[src/rtl/frame_hit_resolver.sv]
// Turns per-frame collision flags into game state: NPC life/explosions, rocket retire
// pulses, ship life/respawn FSMs, score, wave and game over. TWO_PLAYER_EN builds ship 2.
module frame_hit_ship #(
    parameter int START_LIVES    = 3,
    parameter int EXPLODE_FRAMES = 8,
    parameter int RESPAWN_FRAMES = 60
) (
    input  logic       VGA_CLK,
    input  logic       Reset,
    input  logic       tick,
    input  logic       hit,
    output logic [1:0] state,
    output logic [2:0] lives
);
    localparam logic [1:0] ST_ALIVE   = 2'd0;
    localparam logic [1:0] ST_EXPLODE = 2'd1;
    localparam logic [1:0] ST_RESPAWN = 2'd2;
    localparam logic [1:0] ST_DEAD    = 2'd3;

    logic [5:0] timer;

    always_ff @(posedge VGA_CLK) begin
        if (Reset) begin
            state <= ST_ALIVE;
            lives <= 3'(START_LIVES);
            timer <= '0;
        end else if (tick) begin
            case (state)
                ST_ALIVE: begin
                    if (hit) begin
                        state <= ST_EXPLODE;
                        timer <= 6'(EXPLODE_FRAMES);
                        lives <= lives - 3'd1;
                    end
                end
                ST_EXPLODE: begin
                    // The last explosion frame decides between respawn and death.
                    if (timer == 6'd1) begin
                        if (lives == 3'd0) begin
                            state <= ST_DEAD;
                            timer <= '0;
                        end else begin
                            state <= ST_RESPAWN;
                            timer <= 6'(RESPAWN_FRAMES);
                        end
                    end else begin
                        timer <= timer - 6'd1;
                    end
                end
                ST_RESPAWN: begin
                    if (timer == 6'd1) begin
                        state <= ST_ALIVE;
                        timer <= '0;
                    end else begin
                        timer <= timer - 6'd1;
                    end
                end
                default: begin
                    state <= ST_DEAD;
                end
            endcase
        end
    end
endmodule

module frame_hit_resolver #(
    parameter int NUM_NPC        = 10,
    parameter int NUM_ROCKETS    = 15,
    parameter int START_LIVES    = 3,
    parameter int NPC_POINTS     = 100,
    parameter int EXPLODE_FRAMES = 8,
    parameter int RESPAWN_FRAMES = 60
) (
    input  logic                   VGA_CLK,
    input  logic                   Reset,
    input  logic                   frame_clk,
    input  logic                   Ship_Collision,
    input  logic                   Ship_Collision2,
    input  logic [NUM_NPC-1:0]     NPC_Collision,
    input  logic [NUM_ROCKETS-1:0] Rocket_Collision,
    input  logic [NUM_ROCKETS-1:0] Rocket_Collision2,
    output logic [NUM_NPC-1:0]     npc_alive,
    output logic [NUM_NPC-1:0]     npc_exploding,
    output logic [NUM_ROCKETS-1:0] rocket_kill,
    output logic [NUM_ROCKETS-1:0] rocket_kill2,
    output logic [1:0]             ship_state,
    output logic [1:0]             ship_state2,
    output logic [2:0]             lives,
    output logic [2:0]             lives2,
    output logic [15:0]            score,
    output logic [7:0]             wave,
    output logic                   wave_clear,
    output logic                   game_over
);
    localparam logic [1:0] ST_DEAD = 2'd3;

    logic               fc_q;
    logic               tick;
    logic               all_quiet;
    logic [NUM_NPC-1:0] hits;
    logic [19:0]        gain;
    logic [3:0]         boom_cnt [NUM_NPC];

    function automatic logic [19:0] popcount(input logic [NUM_NPC-1:0] v);
        logic [19:0] n;
        n = '0;
        for (int i = 0; i < NUM_NPC; i++) n = n + 20'(v[i]);
        return n;
    endfunction

    function automatic logic [15:0] sat_add(input logic [15:0] cur, input logic [19:0] add);
        logic [19:0] sum;
        sum = {4'd0, cur} + add;
        return (sum > 20'h0FFFF) ? 16'hFFFF : sum[15:0];
    endfunction

    always_comb begin
        tick      = frame_clk & ~fc_q;
        hits      = NPC_Collision & npc_alive;
        gain      = 20'(NPC_POINTS) * popcount(hits);
        all_quiet = (npc_alive == '0);
        for (int i = 0; i < NUM_NPC; i++) begin
            npc_exploding[i] = (boom_cnt[i] != 4'd0);
            if (boom_cnt[i] != 4'd0) all_quiet = 1'b0;
        end
    end

    always_ff @(posedge VGA_CLK) begin
        if (Reset) fc_q <= 1'b0;
        else       fc_q <= frame_clk;
    end

    // NPC field, score and wave; all frozen once the game is over.
    always_ff @(posedge VGA_CLK) begin
        if (Reset) begin
            npc_alive   <= '1;
            score       <= '0;
            wave        <= '0;
            wave_clear  <= 1'b0;
            rocket_kill <= '0;
            for (int i = 0; i < NUM_NPC; i++) boom_cnt[i] <= 4'd0;
        end else begin
            wave_clear  <= 1'b0;
            rocket_kill <= Rocket_Collision & {NUM_ROCKETS{tick}};
            if (tick && !game_over) begin
                if (all_quiet) begin
                    npc_alive  <= '1;
                    wave       <= wave + 8'd1;
                    wave_clear <= 1'b1;
                end else begin
                    npc_alive <= npc_alive & ~hits;
                    score     <= sat_add(score, gain);
                    for (int i = 0; i < NUM_NPC; i++) begin
                        if (hits[i])                   boom_cnt[i] <= 4'(EXPLODE_FRAMES);
                        else if (boom_cnt[i] != 4'd0) boom_cnt[i] <= boom_cnt[i] - 4'd1;
                    end
                end
            end
        end
    end

    frame_hit_ship #(
        .START_LIVES   (START_LIVES),
        .EXPLODE_FRAMES(EXPLODE_FRAMES),
        .RESPAWN_FRAMES(RESPAWN_FRAMES)
    ) u_ship1 (
        .VGA_CLK(VGA_CLK),
        .Reset  (Reset),
        .tick   (tick),
        .hit    (Ship_Collision),
        .state  (ship_state),
        .lives  (lives)
    );

`ifdef TWO_PLAYER_EN
    frame_hit_ship #(
        .START_LIVES   (START_LIVES),
        .EXPLODE_FRAMES(EXPLODE_FRAMES),
        .RESPAWN_FRAMES(RESPAWN_FRAMES)
    ) u_ship2 (
        .VGA_CLK(VGA_CLK),
        .Reset  (Reset),
        .tick   (tick),
        .hit    (Ship_Collision2),
        .state  (ship_state2),
        .lives  (lives2)
    );

    always_ff @(posedge VGA_CLK) begin
        if (Reset) rocket_kill2 <= '0;
        else       rocket_kill2 <= Rocket_Collision2 & {NUM_ROCKETS{tick}};
    end

    assign game_over = (ship_state == ST_DEAD) && (ship_state2 == ST_DEAD);
`else
    logic unused_p2;
    assign unused_p2    = ^{Ship_Collision2, Rocket_Collision2};
    assign ship_state2  = ST_DEAD;
    assign lives2       = 3'd0;
    assign rocket_kill2 = '0;
    assign game_over    = (ship_state == ST_DEAD);
`endif
endmodule

[config.mk]
export PLATFORM = sky130hd
export DESIGN_NAME = frame_hit_resolver
export DESIGN_NICKNAME = d
export VERILOG_FILES = /design/src/rtl/frame_hit_resolver.sv
export SDC_FILE = /design/constraint.sdc
export NUM_CORES = 1
export LEC_CHECK = 0
export BUFFER_PORTS_ARGS = -buffer_cell sky130_fd_sc_hd__buf_2
export CAP_MARGIN = 5
export CORE_ASPECT_RATIO = 1.4
export CORE_MARGIN = 2
export CORE_UTILIZATION = 55
export CTS_CLUSTER_DIAMETER = 40
export DETAILED_ROUTE_END_ITERATION = 10
export PLACE_DENSITY = 0.81
export SETUP_SLACK_MARGIN = 0.1
export SKIP_CTS_REPAIR_TIMING = 1
export SYNTH_ARGS = -nofsm -noshare
export SYNTH_HDL_FRONTEND = slang
export SYNTH_SLANG_ARGS = --single-unit
[constraint.sdc]
create_clock -name VGA_CLK -period 11.2 [get_ports VGA_CLK]
set_clock_uncertainty 0.15 [all_clocks]
set_input_delay 0 -clock VGA_CLK [delete_from_list [all_inputs] [get_ports VGA_CLK]]
set_output_delay 0 -clock VGA_CLK [all_outputs]
set_load 0.02 [all_outputs]
# == Word level (Yosys, flattened, before mapping) ==
# Memory sizes are Yosys's and may differ from the RTL's.
# Index checks and enable logic that the tools add are counted.
# word_totals
reg_bits,62
mem_bits_rw,40
out_inout_bits,86
elab_cells,247
memories,1
# op_classes
addsub,23
mul,1
order_cmp,1
eq_ne,7
mux,155
bitwise_logic,28
reduce_logical,22
# mem_list
memory,depth,word_bits,read_ports,rd_ports_with_merged_regs,write_ports,line_no,source
boom_cnt,10,4,10,0,10,102,logic [3:0] boom_cnt [NUM_NPC];
# ops
operator,count
$mux 1,124
$mux 4,20
$reduce_bool 4->1,10
$sub 4x1->4 const B,10
$mux 6,4
$and 10x10->10,2
$or 1x1->1,20
$add 16x17->18,1
$gt 18x16->1 const B,1
$pmux 6 s3,1
$mux 16,1
$and 15x15->15,1
$mul 5x10->15 const A,1
$add 9x1->10,1
$logic_not 10->1,1
$mux 10,1
$not 10->10,1
$add 8x1->9,1
$add 7x1->8,1
$add 8x1->8 const B,1
$add 6x1->7,1
$add 5x1->6,1
$eq 6x1->1 const B,1
$mux 2,3
other kinds (22),28

# == Logic depth before layout (Yosys ltp) ==
# Gate-level depths: netlist of the first run.
# An unclocked memory read counts as a cell.
# logic_depth
word_depth,18
mapped_depth,23
mapped_depth_nobuf,23

# == Hierarchy ==
# A second synthesis of the first run with hierarchy kept.
# hier_totals
hier_cells,630
hier_area_um2,5943.2
# modules_own_cells
mod,instances,cells_per_inst,area_per_inst_um2,seq_area_each_um2
frame_hit_resolver,1,543,5212.5,2202.1
frame_hit_ship,1,87,730.7,220.2

# == Least setup slack after synthesis of the first run ==
# OpenSTA, ideal clock, no wires.
# synth_path
kind,flip-flop to flip-flop
start,reg npc_alive[0]
end,reg score[8]
arrival_ns,5.877
required_time_ns,10.976
setup_slack_ns,5.099
path_stages_with_launch,24
n_path_buf,1
synth_period_minus_slack_ns,6.101
cell_sequence,dfxtp_1 > nand2_1 > inv_1 > fa_1 > fa_1 > inv_1 > fa_1 > inv_1 > ha_1 > fa_1 > xor2_1 > ha_1 > ha_1 > ha_1 > ha_1 > a41o_1 > a22o_1 > ha_1 > nand2_1 > o221a_2 > nor3_2 > buf_2 > nor3_2 > nor3_2
# synth_between
elab_chain_cells,14
word_cells_on_any_way,27
# synth_rtl
item,line_no,source
from (decl),82,"output logic [NUM_NPC-1:0] npc_alive,"
from (signal assigned),151,npc_alive <= npc_alive & ~hits;
$and 10x10->10,119,hits = NPC_Collision & npc_alive;
$add 1x1->2,107,for (int i = 0; i < NUM_NPC; i++) n = n + 20'(v[i]);
$add 2x1->3,107,
$add 3x1->4,107,
$add 4x1->5,107,
$add 5x1->6,107,
$add 6x1->7,107,
$add 7x1->8,107,
$add 8x1->9,107,
$add 9x1->10,107,
$mul 5x10->15,120,gain = 20'(NPC_POINTS) * popcount(hits);
$add 16x17->18,113,"sum = {4'd0, cur} + add;"
$gt 18x16->1,114,return (sum > 20'h0FFFF) ? 16'hFFFF : sum[15:0];
$mux 16,114,
to (signal assigned),152,"score <= sat_add(score, gain);"
to (decl),90,"output logic [15:0] score,"
# Parallel ways exist; a longest one is shown, timed or not.
# A chain may end at the register's enable or synchronous reset.

# == Worst setup path in the final report of the first run ==
# layout_path
start,reg npc_alive[3]
end,reg score[15]
# layout_between
elab_chain_cells,13
word_cells_on_any_way,25
# layout_rtl
item
"parallel branches: the longest is 13 deep, another holds $add 16x17->18"
# Parallel ways; which one is timed is not known.

==> results of run 1 <==
==> flip-flops by register name (all words and copies together) (netlist names) <==
| register | cells |
|---|---|
| u_ship1.state | 2 |
| u_ship1.lives | 3 |
| u_ship1.timer | 6 |
| rocket_kill | 15 |
| npc_alive | 10 |
| wave | 8 |
| wave_clear | 1 |
| boom_cnt | 40 |
| score | 15 |
| fc_q | 1 |
==> synthesized netlist by cell type (13+ instances only) <==
cell type,instances
sky130_fd_sc_hd__and3_1,21
sky130_fd_sc_hd__nor2_1,81
sky130_fd_sc_hd__inv_1,51
sky130_fd_sc_hd__nor3_2,13
sky130_fd_sc_hd__nand2_1,55
sky130_fd_sc_hd__edfxtp_1,40
sky130_fd_sc_hd__ha_1,55
sky130_fd_sc_hd__xor2_1,13
sky130_fd_sc_hd__a21oi_1,33
sky130_fd_sc_hd__dfxtp_1,61
sky130_fd_sc_hd__nand3_1,16
sky130_fd_sc_hd__buf_4,23
sky130_fd_sc_hd__xnor2_1,19
sky130_fd_sc_hd__nor3_1,24
==> cells by family after synthesis <==
kind of cell / share of synthesized area, %
flops: 41.0
buf+inv: 7.52
xor+xnor: 4.74
compound gates: 9.68
fa+ha+maj: 14.0
simple gates: 22.7
mux: 0.169
other cells: 0.127
==> critical path: cells and delay by family (launching register included) <==
kind	cells	cell delay [ns]
AOI/OAI and AO/OA	4	1.01
xor gates and xnor gates	1	0.36
adders and majority gates	10	3.58
buffers and inverters	3	0.24
DFF	1	0.39
and+or+nand+nor	4	1.02
==> how the worst max path moves through the flow <==
stage            startpoint        end  slack (ns)  cells after the start
3_3_place_gp   npc_alive[0]  score[15]        4.52                     22
5_1_grt        npc_alive[0]  score[15]        3.84                     22
3_5_place_dp   npc_alive[3]  score[15]        4.39                     22
4_1_cts        npc_alive[3]  score[15]        4.35                     22
2_1_floorplan  npc_alive[0]   score[8]        5.10                     23
6_report       npc_alive[3]  score[15]        4.34                     22
==> per-stage QoR <==
step / setup slack, ns / area [um^2]
detailed placement: 4.39 / 6380
global route: 3.84 / 6950
CTS: 4.35 / 6680
floorplan: 5.10 / 5970
global placement: 4.52 / 6380
finish: 4.34 / 6950
==> power breakdown <==
group	switching, uW	internal [uW]
clock	141	174
combinational	417	297
sequential	27.0	416
total	585	887
==> routing by layer <==
| metal | part of all wire [%] | wire [um] | global-route usage, % |
|---|---|---|---|
| met3 | 4.1 | 536 | 3.50 |
| met4 | 3.7 | 489 | 11.1 |
| met2 | 52 | 6860 | 40.7 |
| met5 | 0 | 0 | 0 |
| met1 | 40 | 5250 | 24.4 |
==> layout make-up <==
class / instances / area (um^2) / share of cell area, %
inverters: 51 / 191 / 2.76
multi-input cells: 462 / 3110 / 44.7
well taps: 138 / 173 / 2.49
clock inverters: 7 / 71.3 / 1.03
flip-flops and latches: 101 / 2420 / 34.9
clock buffers: 9 / 225 / 3.24
repair buffers: 123 / 756 / 10.9
==> results summary, run 1 <==
The floorplan step set the die height to approximately 130 um. The net total in the final layout is around 860. The hold-critical path depth came out at 2. The initial antenna violation count came out at 0. TritonCTS built the clock tree.

The maximum number of buffers from clock root to sink is 2. For this run, the number of standard cells in the final layout without fillers is 891. The worst setup path is launched from a register.

The fraction of registers with async set/reset is 0%. The library cell used most frequently in the layout, excluding fill and tap cells, is sky130_fd_sc_hd__buf_2. The highest net fanout along the worst path came out at 13. The synthesized design spends more area on one cell type than any other, namely sky130_fd_sc_hd__dfxtp_1. The die span in x came out at a little over 90 um. The final HPWL from detailed placement came out at between 9000 and 10,000 um. The number of cells produced by synthesis is around 640. Synthesis instantiated 57 different standard cells from the library. The placer's final routability congestion estimate came out at ~0.86. The share of post-route cells with drive strength above 1 came out at 18.5%. The most used flip-flop cell after synthesis is sky130_fd_sc_hd__dfxtp_1. The endpoint identified for the worst register-to-register timing path is score[15]. The signal on the critical path passes through nand2_1, inv_1, fa_1, fa_1, inv_1, fa_1, inv_1, ha_1, fa_1, xor2_1, ha_1, ha_1, ha_1, ha_1, a41o_1, a22o_1, ha_1, nand2_1, o221a_2, nor3_2, nor2b_1, a211oi_2. The core region area is 10,400 um^2. The number of clock buffers added by TritonCTS is 9.

The number of nets with antenna violations after routing is 0. The floorplan has 44 rows. At the pin with the least slew margin, the transition time is 1.15 ns. The top cell types in the final layout, fill and taps aside, are sky130_fd_sc_hd__buf_2 (94), sky130_fd_sc_hd__nor2_1 (81), sky130_fd_sc_hd__dfxtp_1 (61).

The worst setup path is captured at a register. The maximum frequency from static timing analysis is 146 MHz. The sum of overflow across all layers after global routing came out at 0. The number of sinks driven by the clock tree is 101. The max-cap check violation count is 0.

The arrival time at the worst endpoint is 6.97 ns. At the end of the flow the core is filled with cells to between 60% and 70%. The mapped netlist covers 5910 um^2. The total of fill cells in the finished design is slightly above 800. On the worst path, the slowest cell contributes a delay of 0.67 ns. Sequential elements use 41.0% of the synthesized area. Dividing total power by cell area gives a power density of 212 nW/um^2.

The die covers 11,600 um^2. The slowest stage of the critical path belongs to the cell sky130_fd_sc_hd__nor3_2. The first-pass iteration count of the detailed router came out at 4. In this design, the critical path's most frequently occurring cell is sky130_fd_sc_hd__ha_1. The number of I/O port buffers came out at 94. The total power came out at around 1500 uW.

Setup violations remaining at the end of the flow were counted as 0. The worst hold path endpoint is u_ship1.timer[1]. The area share of the largest cell type after synthesis is between 20% and 30%.

The via-per-instance ratio came out at approximately 5.5. The total of flip-flops plus latches after synthesis is 101. Setup repair after global routing left no endpoint under its margin. The final max-slew violation count is 0.

The post-route minimum period is 6.86 ns. The number of cell instances on the worst register-to-register path is 22. In the post-synthesis netlist, the biggest area contributors are sky130_fd_sc_hd__dfxtp_1 (21%), sky130_fd_sc_hd__edfxtp_1 (20%), sky130_fd_sc_hd__ha_1 (12%). The tightest hold margin is approximately 0.069 ns. The flow ran to the end, and the final reports show no timing, DRC or antenna violations. The startpoint identified for the worst register-to-register timing path is npc_alive[3].

The initial detailed-routing violation count came out at 177. The routed wire length came out at about 13,000 um. The classification of the worst-slack hold path is in2reg. The number of diodes added for antenna fixing came out at 0. For this design the static power due to leakage is 0.00321 uW. Entering global routing, the biggest net connects 35 pins.

The post-synthesis average cell area is between 9 and 10 um^2. The clock latency on the worst-skew pair came out at 0.35 ns. The cell count after placement came out at 848.

The critical path in this run is classified as reg2reg. The count of vias placed by the detailed router is 4,860. The worst pin sits at a relative slew slack of 23.2%. The CTS clock-pin slew for the worst setup and hold paths is 0.07 ns. The area growth from synthesis to layout came out at 17.6%. The ratio of final minimum period to clock period came out at 61.2%. Yosys printed 0 warnings. The starting density of the core is between 50 and 60%. The worst hold path begins at Reset. The synthesized design contains 40 enable-type register cells. The via count of the first global-routing pass was around 4.7k. The number of top-level pins came out at 131. In the routed design, unresolved DRC markers number 0.

Global routing used 22.1% of the available tracks across all layers. The first global-routing pass estimated 21,000 um of wire. After routing, the total negative slack on setup checks comes to 0 ns. STA puts the critical path data required time at between 10 and 15 ns. The slack of the worst reg-to-reg path is 4.34 ns.

The CTS root buffer is sky130_fd_sc_hd__clkbuf_16. The number of hold violations in the final report is 0. The total number of H-tree levels came out at 3. In the final routed layout, each cell accounts on average for 14.7 um. The worst voltage drop across the vdd grid is around 0.18 mV.
Power figures use the tool's default switching activity.
==> run 2, diff against run 1 <==
ABC_AREA = 1   (was default)
PLACE_DENSITY = 0.8   (was 0.81)
clock period = 6.9 ns   (was 11.2 ns; I/O delays follow)
==> run 2 against run 1 <==
  * Critical path depth is 3 higher
  * Critical endpoint is now score[7]
  * Sequential share of layout area is 1.5 points lower
  * Largest cell class unchanged
  * Design area is 4.4% higher
  * Largest power group unchanged
==> results summary, run 2 <==
The power density over the cells came to 319 nW/um^2 (was 212 nW/um^2). The number of hold violations in the final report came out at 0 (unchanged). The count of distinct cell types in the synthesized netlist is 44 (was 57). The utilization of the core after routing was 66.4% (was 66.8%).

The data required time of the worst path came out at 6.97 ns (was 11.31 ns). The number of buffers and inverters on the critical path is 5 (was 3). The largest net degree at the start of global routing is 32 (was 35).

The height of the die came to 129 um (was 127 um). The CTS root buffer is sky130_fd_sc_hd__clkbuf_16 (unchanged). Cell types with the largest area share after synthesis: sky130_fd_sc_hd__dfxtp_1 (20%), sky130_fd_sc_hd__edfxtp_1 (19%), sky130_fd_sc_hd__ha_1 (11%) (was sky130_fd_sc_hd__dfxtp_1 (21%), sky130_fd_sc_hd__edfxtp_1 (20%), sky130_fd_sc_hd__ha_1 (12%)).

The highest net fanout along the worst path came to 8 (was 13). The register area is 2420 um^2 (unchanged). The number of enable-type register cells in the synthesized netlist is 40 (unchanged).

The TritonCTS clock tree is built (unchanged). The cell repeated most along the worst path is sky130_fd_sc_hd__ha_1 (unchanged). The worst stage delay on the critical path came out at 0.51 ns (was 0.67 ns). The CTS clock-pin slew for the worst setup and hold paths is 0.07 ns (about the same).

The via-per-instance ratio came to 4.96 (was 5.45). The dominant cell by count in the synthesized netlist is sky130_fd_sc_hd__inv_1 (was sky130_fd_sc_hd__nor2_1). The total leakage power came to 0.00369 uW (was 0.00321 uW). The family with the most delay on the worst path was adder cells (unchanged). The routed wire length is 13,100 um (about the same).

The first-pass iteration count of the detailed router came to 6 (was 4). The mean routed wirelength per cell is 13.0 um (was 14.7 um). The share of post-route cells with drive strength above 1 is 18.2% (was 18.5%). The sum of overflow across all layers after global routing came out at 0 (unchanged). The initial detailed-routing violation count came out at 169 (was 177). The number of diodes added for antenna fixing is 0 (unchanged). The flip-flop count of the largest register, all copies and words added came out at 40 (unchanged). The total of flip-flops plus latches after synthesis came out at 101 (unchanged). The maximum frequency from static timing analysis came out at 160 MHz (was 146 MHz).

The worst voltage drop across the vdd grid came out at 0.195 mV (was 0.180 mV). The worst slack at placement is 0.619 ns (was 4.39 ns). The most common cell after layout, fill and taps aside is sky130_fd_sc_hd__inv_1 (was sky130_fd_sc_hd__buf_2). The number of nets with antenna violations after routing came out at 0 (unchanged). The final max-slew violation count came to 0 (unchanged). The slew at the pin with the worst max-slew slack came out at 0.648 ns (was 1.15 ns). The area share of the largest cell type after synthesis came out at 19.8% (was 20.7%). The CTS buffer count came to 9 (unchanged). The number of cells produced by synthesis is 738 (was 635).

The max-cap check violation count is 0 (unchanged). Largest registers: boom_cnt x40, rocket_kill x15, score x15 (unchanged). The first-pass GRT wire length came out at 20,500 um (was 21,000 um). The number of I/O port buffers came out at 94 (unchanged). The total setup violations reported at the end of the flow came out at 0 (unchanged). The number of top-level pins is 131 (unchanged). Leading cell types in the layout, fill and taps excluded: sky130_fd_sc_hd__inv_1 (118), sky130_fd_sc_hd__nand2_1 (111), sky130_fd_sc_hd__buf_2 (94) (was sky130_fd_sc_hd__buf_2 (94), sky130_fd_sc_hd__nor2_1 (81), sky130_fd_sc_hd__dfxtp_1 (61)). The post-route minimum period came to 6.26 ns (was 6.86 ns). The total power came out at 2310 uW (was 1470 uW). The share of the yosys chip area belonging to registers is 39.2% (was 41.0%). The register containing the most flip-flops in the final layout is boom_cnt (unchanged). The initial antenna violation count came to 0 (unchanged). The post-synthesis instance area came out at 6180 um^2 (was 5910 um^2). Status: finished clean (unchanged). The placer's final routability congestion estimate is 0.832 (was 0.859). The post-synthesis average cell area is 8.37 um^2 (was 9.30 um^2). The slowest library cell on the worst path is sky130_fd_sc_hd__fa_1 (was sky130_fd_sc_hd__nor3_2). The total number of H-tree levels is 3 (unchanged). The post-route setup TNS came to 0 ns (unchanged). The count of vias placed by the detailed router was 4,986 (was 4,860). The maximum number of buffers from clock root to sink is 2 (unchanged). The clock latency on the worst-skew pair came to 0.35 ns (about the same). The total of fill cells in the finished design is 912 (was 819). The ratio of final minimum period to clock period is 90.7% (was 61.2%). RSZ-0062 raised after global routing: false (unchanged).

The global routing usage summed across all routing layers is 21.5% (was 22.1%). The net total in the final layout came out at 966 (was 855). The worst max-slew margin expressed relative to the limit came out at 56.7% (was 23.2%). The start-to-end type of the worst setup path was reg2reg (unchanged). The core region area was 10,900 um^2 (was 10,400 um^2).

The via count of the first global-routing pass came out at 4,808 (was 4,710). The arrival time at the worst endpoint came out at 6.33 ns (was 6.97 ns). The classification of the worst-slack hold path was in2reg (unchanged). The final routed DRC violation total is 0 (unchanged). The count of standard-cell rows is 45 (was 44). The warning count from the yosys run came out at 0 (unchanged). The multi-input logic area came out at 3140 um^2 (was 3110 um^2). The smallest setup slack after layout came out at 0.641 ns (was 4.34 ns). The overall die area came out at 12,100 um^2 (was 11,600 um^2). The endpoint kind of the worst setup timing path is a register (unchanged).

The dominant cell type by area after synthesis is sky130_fd_sc_hd__dfxtp_1 (unchanged). The starting density of the core is 56.5% (was 56.8%). The final HPWL from detailed placement is 9700 um (was 9660 um).

The dominant synthesized flop cell was sky130_fd_sc_hd__dfxtp_1 (unchanged). The fraction of registers with async set/reset came out at 0% (unchanged). The category of the worst setup path launch point is a register (unchanged). The area growth from synthesis to layout was 17.5% (was 17.6%).

The die span in x is 93.6 um (was 91.6 um). The number of sinks driven by the clock tree came out at 101 (unchanged). Most instantiated cells after synthesis: sky130_fd_sc_hd__inv_1 (118), sky130_fd_sc_hd__nand2_1 (111), sky130_fd_sc_hd__nor2_1 (80) (was sky130_fd_sc_hd__nor2_1 (81), sky130_fd_sc_hd__dfxtp_1 (61), sky130_fd_sc_hd__ha_1 (55), sky130_fd_sc_hd__nand2_1 (55), sky130_fd_sc_hd__inv_1 (51)).
## run 2: where the power goes
group / internal, uW / leakage, uW / switching, uW
combinational: 422 / 0.00262 / 666
clock: 268 / 0.000144 / 232
sequential: 679 / 0.000923 / 44.8
total: 1370 / 0.00369 / 943
## run 2: path summary, 6_finish.rpt
kind	start	to	slack, ns	depth (start not counted)
worst max register to register	npc_alive[7]	score[7]	0.64	25
worst min-delay path	Rocket_Collision[8]	rocket_kill[8]	0.25	4
worst max-delay path	npc_alive[7]	score[7]	0.64	25
worst min register to register	score[0]	score[0]	0.33	2
## run 2: through the flow
step	cell area (um^2)	hold slack [ns]	instances
CTS	6970	-0.312	976
global placement	6670	0.0633	960
floorplan	6240	-0.0378	756
global route	7260	0.246	1005
finish	7260	0.252	1005
detailed placement	6670	0.0682	960
## run 2: layout make-up
class                   count  share of cell area [%]
clock buffers              10                    3.45
clock inverters             6                   0.604
inverters                 121                    6.26
multi-input cells         502                    43.3
flip-flops and latches    101                    33.4
well taps                 141                    2.43
repair buffers            124                    10.6
## run 2: metal layers
metal / up-vias / share of wire (%) / GRT usage [%]
li1: 2567 / - / -
met1: 2286 / 39 / 22.4
met2: 121 / 54 / 41.3
met3: 12 / 5.4 / 5.93
met4: 0 / 1.6 / 6.99
met5: - / 0 / 0
## run 2: kinds of logic (layout without fill, tap and decap cells)
kind of cell	count (synthesis)	in the layout	share of synthesized area, %
AOI/OAI and AO/OA	90	90	8.39
and+or+nand+nor	294	294	22.7
DFF	101	101	39.2
xor gates and xnor gates	36	36	5.11
buffers and inverters	153	261	11.0
other	2	20	0.122
adders and majority gates	62	62	13.4
## run 2: worst register-to-register path, stage by stage (launching register included)
cell                       delay, ns
sky130_fd_sc_hd__dfxtp_1        0.33
sky130_fd_sc_hd__nand2_1        0.18
sky130_fd_sc_hd__inv_1          0.10
sky130_fd_sc_hd__fa_1           0.51
sky130_fd_sc_hd__fa_1           0.49
sky130_fd_sc_hd__inv_1          0.05
sky130_fd_sc_hd__fa_1           0.50
sky130_fd_sc_hd__inv_1          0.05
sky130_fd_sc_hd__ha_1           0.21
sky130_fd_sc_hd__fa_1           0.43
sky130_fd_sc_hd__xnor2_1        0.20
sky130_fd_sc_hd__inv_1          0.13
sky130_fd_sc_hd__ha_1           0.30
sky130_fd_sc_hd__ha_1           0.20
sky130_fd_sc_hd__ha_1           0.27
sky130_fd_sc_hd__ha_1           0.33
sky130_fd_sc_hd__inv_1          0.06
sky130_fd_sc_hd__o21ai_0        0.08
sky130_fd_sc_hd__a22o_1         0.22
sky130_fd_sc_hd__ha_1           0.33
sky130_fd_sc_hd__a21o_1         0.19
sky130_fd_sc_hd__o21bai_1       0.17
sky130_fd_sc_hd__nand2_1        0.07
sky130_fd_sc_hd__nand2_1        0.11
sky130_fd_sc_hd__nor2_2         0.34
sky130_fd_sc_hd__a21oi_1        0.12
